File: config.mk
export PLATFORM = sky130hd
export DESIGN_NAME = stroke_write_arbiter
export DESIGN_NICKNAME = d
export VERILOG_FILES = /design/src/rtl/stroke_write_arbiter.sv
export SDC_FILE = /design/constraint.sdc
export NUM_CORES = 1
export LEC_CHECK = 0
export CAP_MARGIN = 40
export CORE_UTILIZATION = 43
export CTS_CLUSTER_DIAMETER = 30
export DETAILED_ROUTE_END_ITERATION = 10
export PLACE_DENSITY = 0.85
export SYNTH_ARGS = -nofsm -noshare
export SYNTH_HDL_FRONTEND = slang
export SYNTH_SLANG_ARGS = --single-unit
File: constraint.sdc
create_clock -name clk -period 5.5 [get_ports clk]
set_clock_uncertainty 0.05 [all_clocks]
set_input_delay 0.55 -clock clk [delete_from_list [all_inputs] [get_ports clk]]
set_output_delay 0.55 -clock clk [all_outputs]
set_load 0.03 [all_outputs]
File: src/rtl/stroke_write_arbiter.sv
// Brush-stroke canvas write arbiter: NREQ requesters share the canvas RAM round-robin
// inside a per-frame write window; a clear request sweeps the canvas to zero.
// Optional feature macro: STROKE_ERASE_EN (req_erase forces black writes).
package stroke_write_arbiter_pkg;
  typedef struct packed {
    logic [9:0] x;
    logic [9:0] y;
    logic [2:0] color;
    logic       erase;
  } stroke_req_t;

  typedef struct packed {
    logic [12:0] addr;
    logic [2:0]  wdata;
    logic        ok;
  } stroke_wr_t;
endpackage

// Per-requester decode: range check, canvas address and write data.
module stroke_req_lane
  import stroke_write_arbiter_pkg::*;
(
  input  stroke_req_t i_req,
  output stroke_wr_t  o_wr
);
  always_comb begin
    o_wr.ok   = (i_req.x < 10'd640) && (i_req.y < 10'd480);
    o_wr.addr = {i_req.y[8:3], i_req.x[9:3]};
`ifdef STROKE_ERASE_EN
    o_wr.wdata = i_req.erase ? 3'b000 : i_req.color;
`else
    o_wr.wdata = i_req.color;
`endif
  end

`ifndef STROKE_ERASE_EN
  logic w_unused_erase;
  assign w_unused_erase = i_req.erase;
`endif
endmodule

module stroke_write_arbiter
  import stroke_write_arbiter_pkg::*;
#(
  parameter int WIN  = 64,
  parameter int NREQ = 5
) (
  input  logic                 clk,
  input  logic                 reset,
  input  logic                 refr_tick,
  input  logic [NREQ-1:0]      req,
  input  logic [10*NREQ-1:0]   req_x,
  input  logic [10*NREQ-1:0]   req_y,
  input  logic [3*NREQ-1:0]    req_color,
  input  logic [NREQ-1:0]      req_erase,
  input  logic                 clear_req,
  output logic [NREQ-1:0]      grant,
  output logic                 ram_we,
  output logic [12:0]          ram_addr,
  output logic [2:0]           ram_wdata,
  output logic                 busy,
  output logic                 clear_done,
  output logic                 drop
);
  localparam int WW = $clog2(WIN + 1);
  localparam int SW = $clog2(NREQ);

  typedef enum logic [1:0] {S_IDLE, S_ARB, S_ISSUE, S_CLEAR} state_t;

  state_t             r_state;
  logic [WW-1:0]      r_win;
  logic               r_pend;
  logic [SW-1:0]      r_last;
  logic [NREQ-1:0]    r_grant;
  logic               r_we;
  logic [12:0]        r_addr;
  logic [2:0]         r_wdata;
  logic               r_busy;
  logic               r_done;
  logic               r_drop;

  stroke_req_t [NREQ-1:0] w_req;
  stroke_wr_t  [NREQ-1:0] w_wr;
  logic                   w_hit;
  logic [SW-1:0]          w_sel;
  logic [SW-1:0]          w_j;
  logic                   w_live;

  for (genvar gi = 0; gi < NREQ; gi++) begin : g_lane
    assign w_req[gi] = {req_x[10*gi +: 10], req_y[10*gi +: 10],
                        req_color[3*gi +: 3], req_erase[gi]};
    stroke_req_lane u_lane (.i_req(w_req[gi]), .o_wr(w_wr[gi]));
  end

  // Round-robin search starting one past the last serviced requester.
  always_comb begin
    w_hit = 1'b0;
    w_sel = '0;
    w_j   = '0;
    for (int k = 1; k <= NREQ; k++) begin
      w_j = SW'((32'(r_last) + k) % NREQ);
      if (!w_hit && req[w_j]) begin
        w_hit = 1'b1;
        w_sel = w_j;
      end
    end
  end

  // A refr_tick in the same cycle reopens the window, so it keeps arbitration alive.
  assign w_live = refr_tick || (r_win != '0);

  always_ff @(posedge clk or posedge reset) begin
    if (reset) begin
      r_state <= S_IDLE;
      r_win   <= '0;
      r_pend  <= 1'b0;
      r_last  <= SW'(NREQ - 1);
      r_grant <= '0;
      r_we    <= 1'b0;
      r_addr  <= '0;
      r_wdata <= '0;
      r_busy  <= 1'b0;
      r_done  <= 1'b0;
      r_drop  <= 1'b0;
    end else begin
      r_grant <= '0;
      r_we    <= 1'b0;
      r_done  <= 1'b0;
      r_drop  <= 1'b0;
      if (r_state != S_CLEAR && clear_req) r_pend <= 1'b1;
      case (r_state)
        S_IDLE: begin
          if (refr_tick) begin
            r_win   <= WW'(WIN);
            r_state <= S_ARB;
          end
        end
        S_ARB, S_ISSUE: begin
          if (refr_tick)         r_win <= WW'(WIN);
          else if (r_win != '0)  r_win <= r_win - 1'b1;
          if (!w_live) begin
            r_state <= S_IDLE;
          end else if (r_state == S_ISSUE) begin
            r_state <= S_ARB;
          end else if (r_pend) begin
            r_pend  <= 1'b0;
            r_state <= S_CLEAR;
            r_busy  <= 1'b1;
            r_we    <= 1'b1;
            r_addr  <= '0;
            r_wdata <= '0;
          end else if (w_hit) begin
            r_last  <= w_sel;
            r_grant <= NREQ'(1) << w_sel;
            r_we    <= w_wr[w_sel].ok;
            r_drop  <= !w_wr[w_sel].ok;
            r_addr  <= w_wr[w_sel].addr;
            r_wdata <= w_wr[w_sel].wdata;
            r_state <= S_ISSUE;
          end
        end
        S_CLEAR: begin
          if (r_addr == '1) begin
            r_busy  <= 1'b0;
            r_done  <= 1'b1;
            r_state <= S_IDLE;
          end else begin
            r_addr <= r_addr + 13'd1;
            r_we   <= 1'b1;
          end
        end
        default: r_state <= S_IDLE;
      endcase
    end
  end

  assign grant      = r_grant;
  assign ram_we     = r_we;
  assign ram_addr   = r_addr;
  assign ram_wdata  = r_wdata;
  assign busy       = r_busy;
  assign clear_done = r_done;
  assign drop       = r_drop;
endmodule

==> reports/metrics.csv <==
metric;value;unit
status;finished clean;
Synth-to-Final Area Change;35.49;%
Yosys Warn Count;0;
Avg WL per Cell;17.64;um
Highest Signal Layer;met4;
Hold Path Class;reg -> reg;
gr ovfl total;0;
crit start category;flop;
CTS buffer count;5;
Initial Util;43.99;%
final number of hold-violating endpoints;0;
syn_nets;745;
Tmin final;5.163;ns
mean post-synth cell area;8.089;um2
Seq/Total Area, Yosys;20.05;%
# rows;38;
DR WL met3;1152;um
Most used DFF post-synth;dfrtp_1;
Initial DRC Count;333;
total power;0.7601;mW
Fin Setup TNS;0;ns
post-route DRC violation count;0;
Reg clk slew, reported paths;0.08;ns
CP top delay family;compound AO/OA/AOI/OAI gates;
Worst Setup End Kind;flop;
GRT Overall Usage;26.19;%
PortBufs;118;
FFs w/ async S/R, synth;100.0;%
crit-path max cell delay;0.51;ns
WL final;15080;um
RePlAce Congestion;0.9625;
HPWL after DPL;11780;um
Max-Cap Viols;0;
first-pass GRT wire length;24260;um
final cycle utilization of the critical path;93.87;%
core area;0.01079;mm2
post-synthesis register bit count;38;
first-pass detailed-route iteration total;5;
Post-Synthesis Cell Area;0.004748;mm2
die area;0.01147;mm2
vias in the first global route;5332;
arrival time of the worst setup path;5.35;ns
CTS root buf;clkbuf_8;
Clock Tree Buf Depth;2;
count of different cell masters after synthesis;92;
RSZ-0062 raised after global routing;no;
antenna cells;0;
Via Count;5300;
Gate Count Post-Synth;587;
CP dominant cell by count;buf_4;
Routed met2 length;7285;um
Layout Nets;872;
routed vias/inst;6.199;
critical-path cell list;clkinv_1 > buf_4 > ha_1 > a21oi_2 > inv_1 > buf_4 > ha_1 > nor2b_1 > or4_1 > a21oi_1 > a2111oi_4 > a311oi_2 > nand4b_2 > nor3_2 > a221oi_4 > buf_4 > and4b_1 > o32ai_2 > o21a_1;
CP max stage cell;dfrtp_2;
Crit path required time;5.68;ns
Die X;107.1;um
layout cells sized above 1;12.73;%
worst-margin pin slew;0.4985;ns
largest net degree at the start of global routing;39;
Post-synth EDFFs;0;
Max Clk Rate;0.1937;GHz
Max Transition Viols Final;0;
CTS Sinks;38;
IO Count;154;
Crit Path Max Fanout;15;
remaining antenna violation count after routing;0;
die height;107.1;um
CP bufs+invs;5;
Worst slew margin;66.77;%
H-tree depth;2;
initial antenna violation count;0;
VDD IR-drop max;0.08705;mV
critical path type;reg -> reg;
PD cells;118.1;mW/mm2
M1 WL;6011;um
Pleak;2.686;nW
CTS tree;built;
worst skew pair latency;0.30;ns
Setup-failing EPs final;0;
-- sequential cells by signal, indices dropped and copies added (netlist names) --
| signal | cells |
|---|---|
| r_state | 2 |
| r_last | 3 |
| drop | 1 |
| busy | 1 |
| ram_addr | 13 |
| r_pend | 1 |
| r_win | 7 |
| ram_we | 1 |
| clear_done | 1 |
| grant | 5 |
| ram_wdata | 3 |
-- synth_stat cells, types with 7 or more instances --
cell,n,area (um2)
a21o_1,8,60.06
a21oi_1,29,145.1
a22o_1,8,70.07
a22oi_1,9,67.56
and3_1,7,43.79
buf_2,11,55.05
clkbuf_1,16,60.06
dfrtp_1,37,925.9
ha_1,29,362.9
inv_1,29,108.9
mux2_2,11,123.9
mux2i_1,33,330.3
nand2_1,44,165.2
nand2b_1,10,62.56
nand3_1,16,80.08
nand4_1,13,81.33
nor2_1,42,157.7
nor2b_1,10,62.56
nor3_1,15,75.07
o211ai_1,10,75.07
o21a_1,9,67.56
o21ai_0,39,195.2
xnor2_1,7,61.31
-- placed cells by master (no fill, tap or decap), drive strengths merged, types with 4 or more instances in the layout --
cell type,netlist,layout
clkdlybuf4s50,0,118
o211ai,10,10
xnor2,8,8
clkbuf,16,5
o221ai,5,5
mux2i,33,33
xor2,5,5
nand4,13,13
or2,7,7
nand3,16,16
nor3b,5,5
nor2,42,42
o21ai,42,42
o22ai,6,6
nor2b,11,11
nand2b,10,10
ha,29,29
a211oi,9,9
a211o,6,6
nor3,15,15
dfrtp,37,37
o21a,9,9
a22o,8,8
nor4,5,5
and3,7,7
inv,31,31
mux2,11,11
a21o,8,8
a22oi,9,9
a2111oi,5,5
buf,15,33
o31a,5,5
a21oi,30,30
or3,4,4
nand2,44,44
-- metrics by stage --
step           cell area [um2]  util, %  hold WS (ns)  instances  worst slack (ns)
2_1_floorplan             4760        -        0.4180        587           0.04048
3_3_place_gp              6203    57.48        0.4470        842            0.3404
3_5_place_dp              6203    57.48        0.4721        842            0.1869
4_1_cts                   6341    58.75        0.4942        850            0.1641
5_1_grt                   6434    59.61        0.5387        855           0.02171
6_report                  6434    59.61        0.4917        855            0.3372
-- report_power, final --
part           total, mW  leakage, nW  internal [mW]  switching, mW
logic              0.191         2.15          0.111         0.0802
registers          0.279        0.464          0.279              0
clock network      0.290       0.0683          0.182          0.108
total              0.760         2.69          0.572          0.189
-- path summary, 6_finish.rpt --
path                            from          to  slack, ns  cells after the start
setup / recovery           r_last[1]        drop       0.34                     19
hold / removal                  busy        busy       0.49                      2
setup reg to reg           r_last[1]        drop       0.34                     19
hold reg to reg                 busy        busy       0.49                      2
max in group asynchronous      reset   r_last[1]       4.42                      3
min in group asynchronous      reset  clear_done       0.61                      3
-- area by class of cell --
class	count	area, um2
Fill cell	895	4359
Multi-Input combinational cell	485	3586
Timing Repair Buffer	151	1454
Sequential cell	38	957.2
Tap cell	140	175.2
Inverter	33	123.9
Clock buffer	5	68.82
Clock inverter	3	68.82
-- kinds of logic (layout without fill, tap and decap cells) --
| group | count (synthesis) | count (layout) | synth area share (%) |
|---|---|---|---|
| AOI/OAI and AO/OA | 198 | 198 | 31.52 |
| buffers and inverters | 64 | 192 | 5.586 |
| and+or+nand+nor | 200 | 200 | 22.29 |
| DFF | 38 | 38 | 20.05 |
| adders and majority gates | 29 | 29 | 7.642 |
| muxes | 45 | 45 | 10.04 |
| xor gates and xnor gates | 13 | 13 | 2.872 |
-- layer usage --
| layer | vias up | track usage, % |
|---|---|---|
| li1 | 2479 | - |
| met1 | 2471 | 30.66 |
| met2 | 292 | 45.58 |
| met3 | 58 | 4.316 |
| met4 | 0 | 13.99 |
| met5 | - | 0 |
-- worst reg2reg max path, stage by stage (launching register included) --
cell and delay (ns):
dfrtp_2 0.51, clkinv_1 0.13, buf_4 0.19, ha_1 0.29, a21oi_2 0.28, inv_1 0.09
buf_4 0.17, ha_1 0.29, nor2b_1 0.08, or4_1 0.50, a21oi_1 0.33, a2111oi_4 0.11
a311oi_2 0.32, nand4b_2 0.26, nor3_2 0.39, a221oi_4 0.08, buf_4 0.22, and4b_1 0.22
o32ai_2 0.38, o21a_1 0.18
-- what timing repair did --
action / 4_1_cts / 5_1_grt
resized for setup: 0 / 10
setup buffers: 0 / 5
hold buffers: 0 / 0
endpoints found under the setup margin: 0 / 18
No activity file was read; power rests on OpenSTA's default activity.
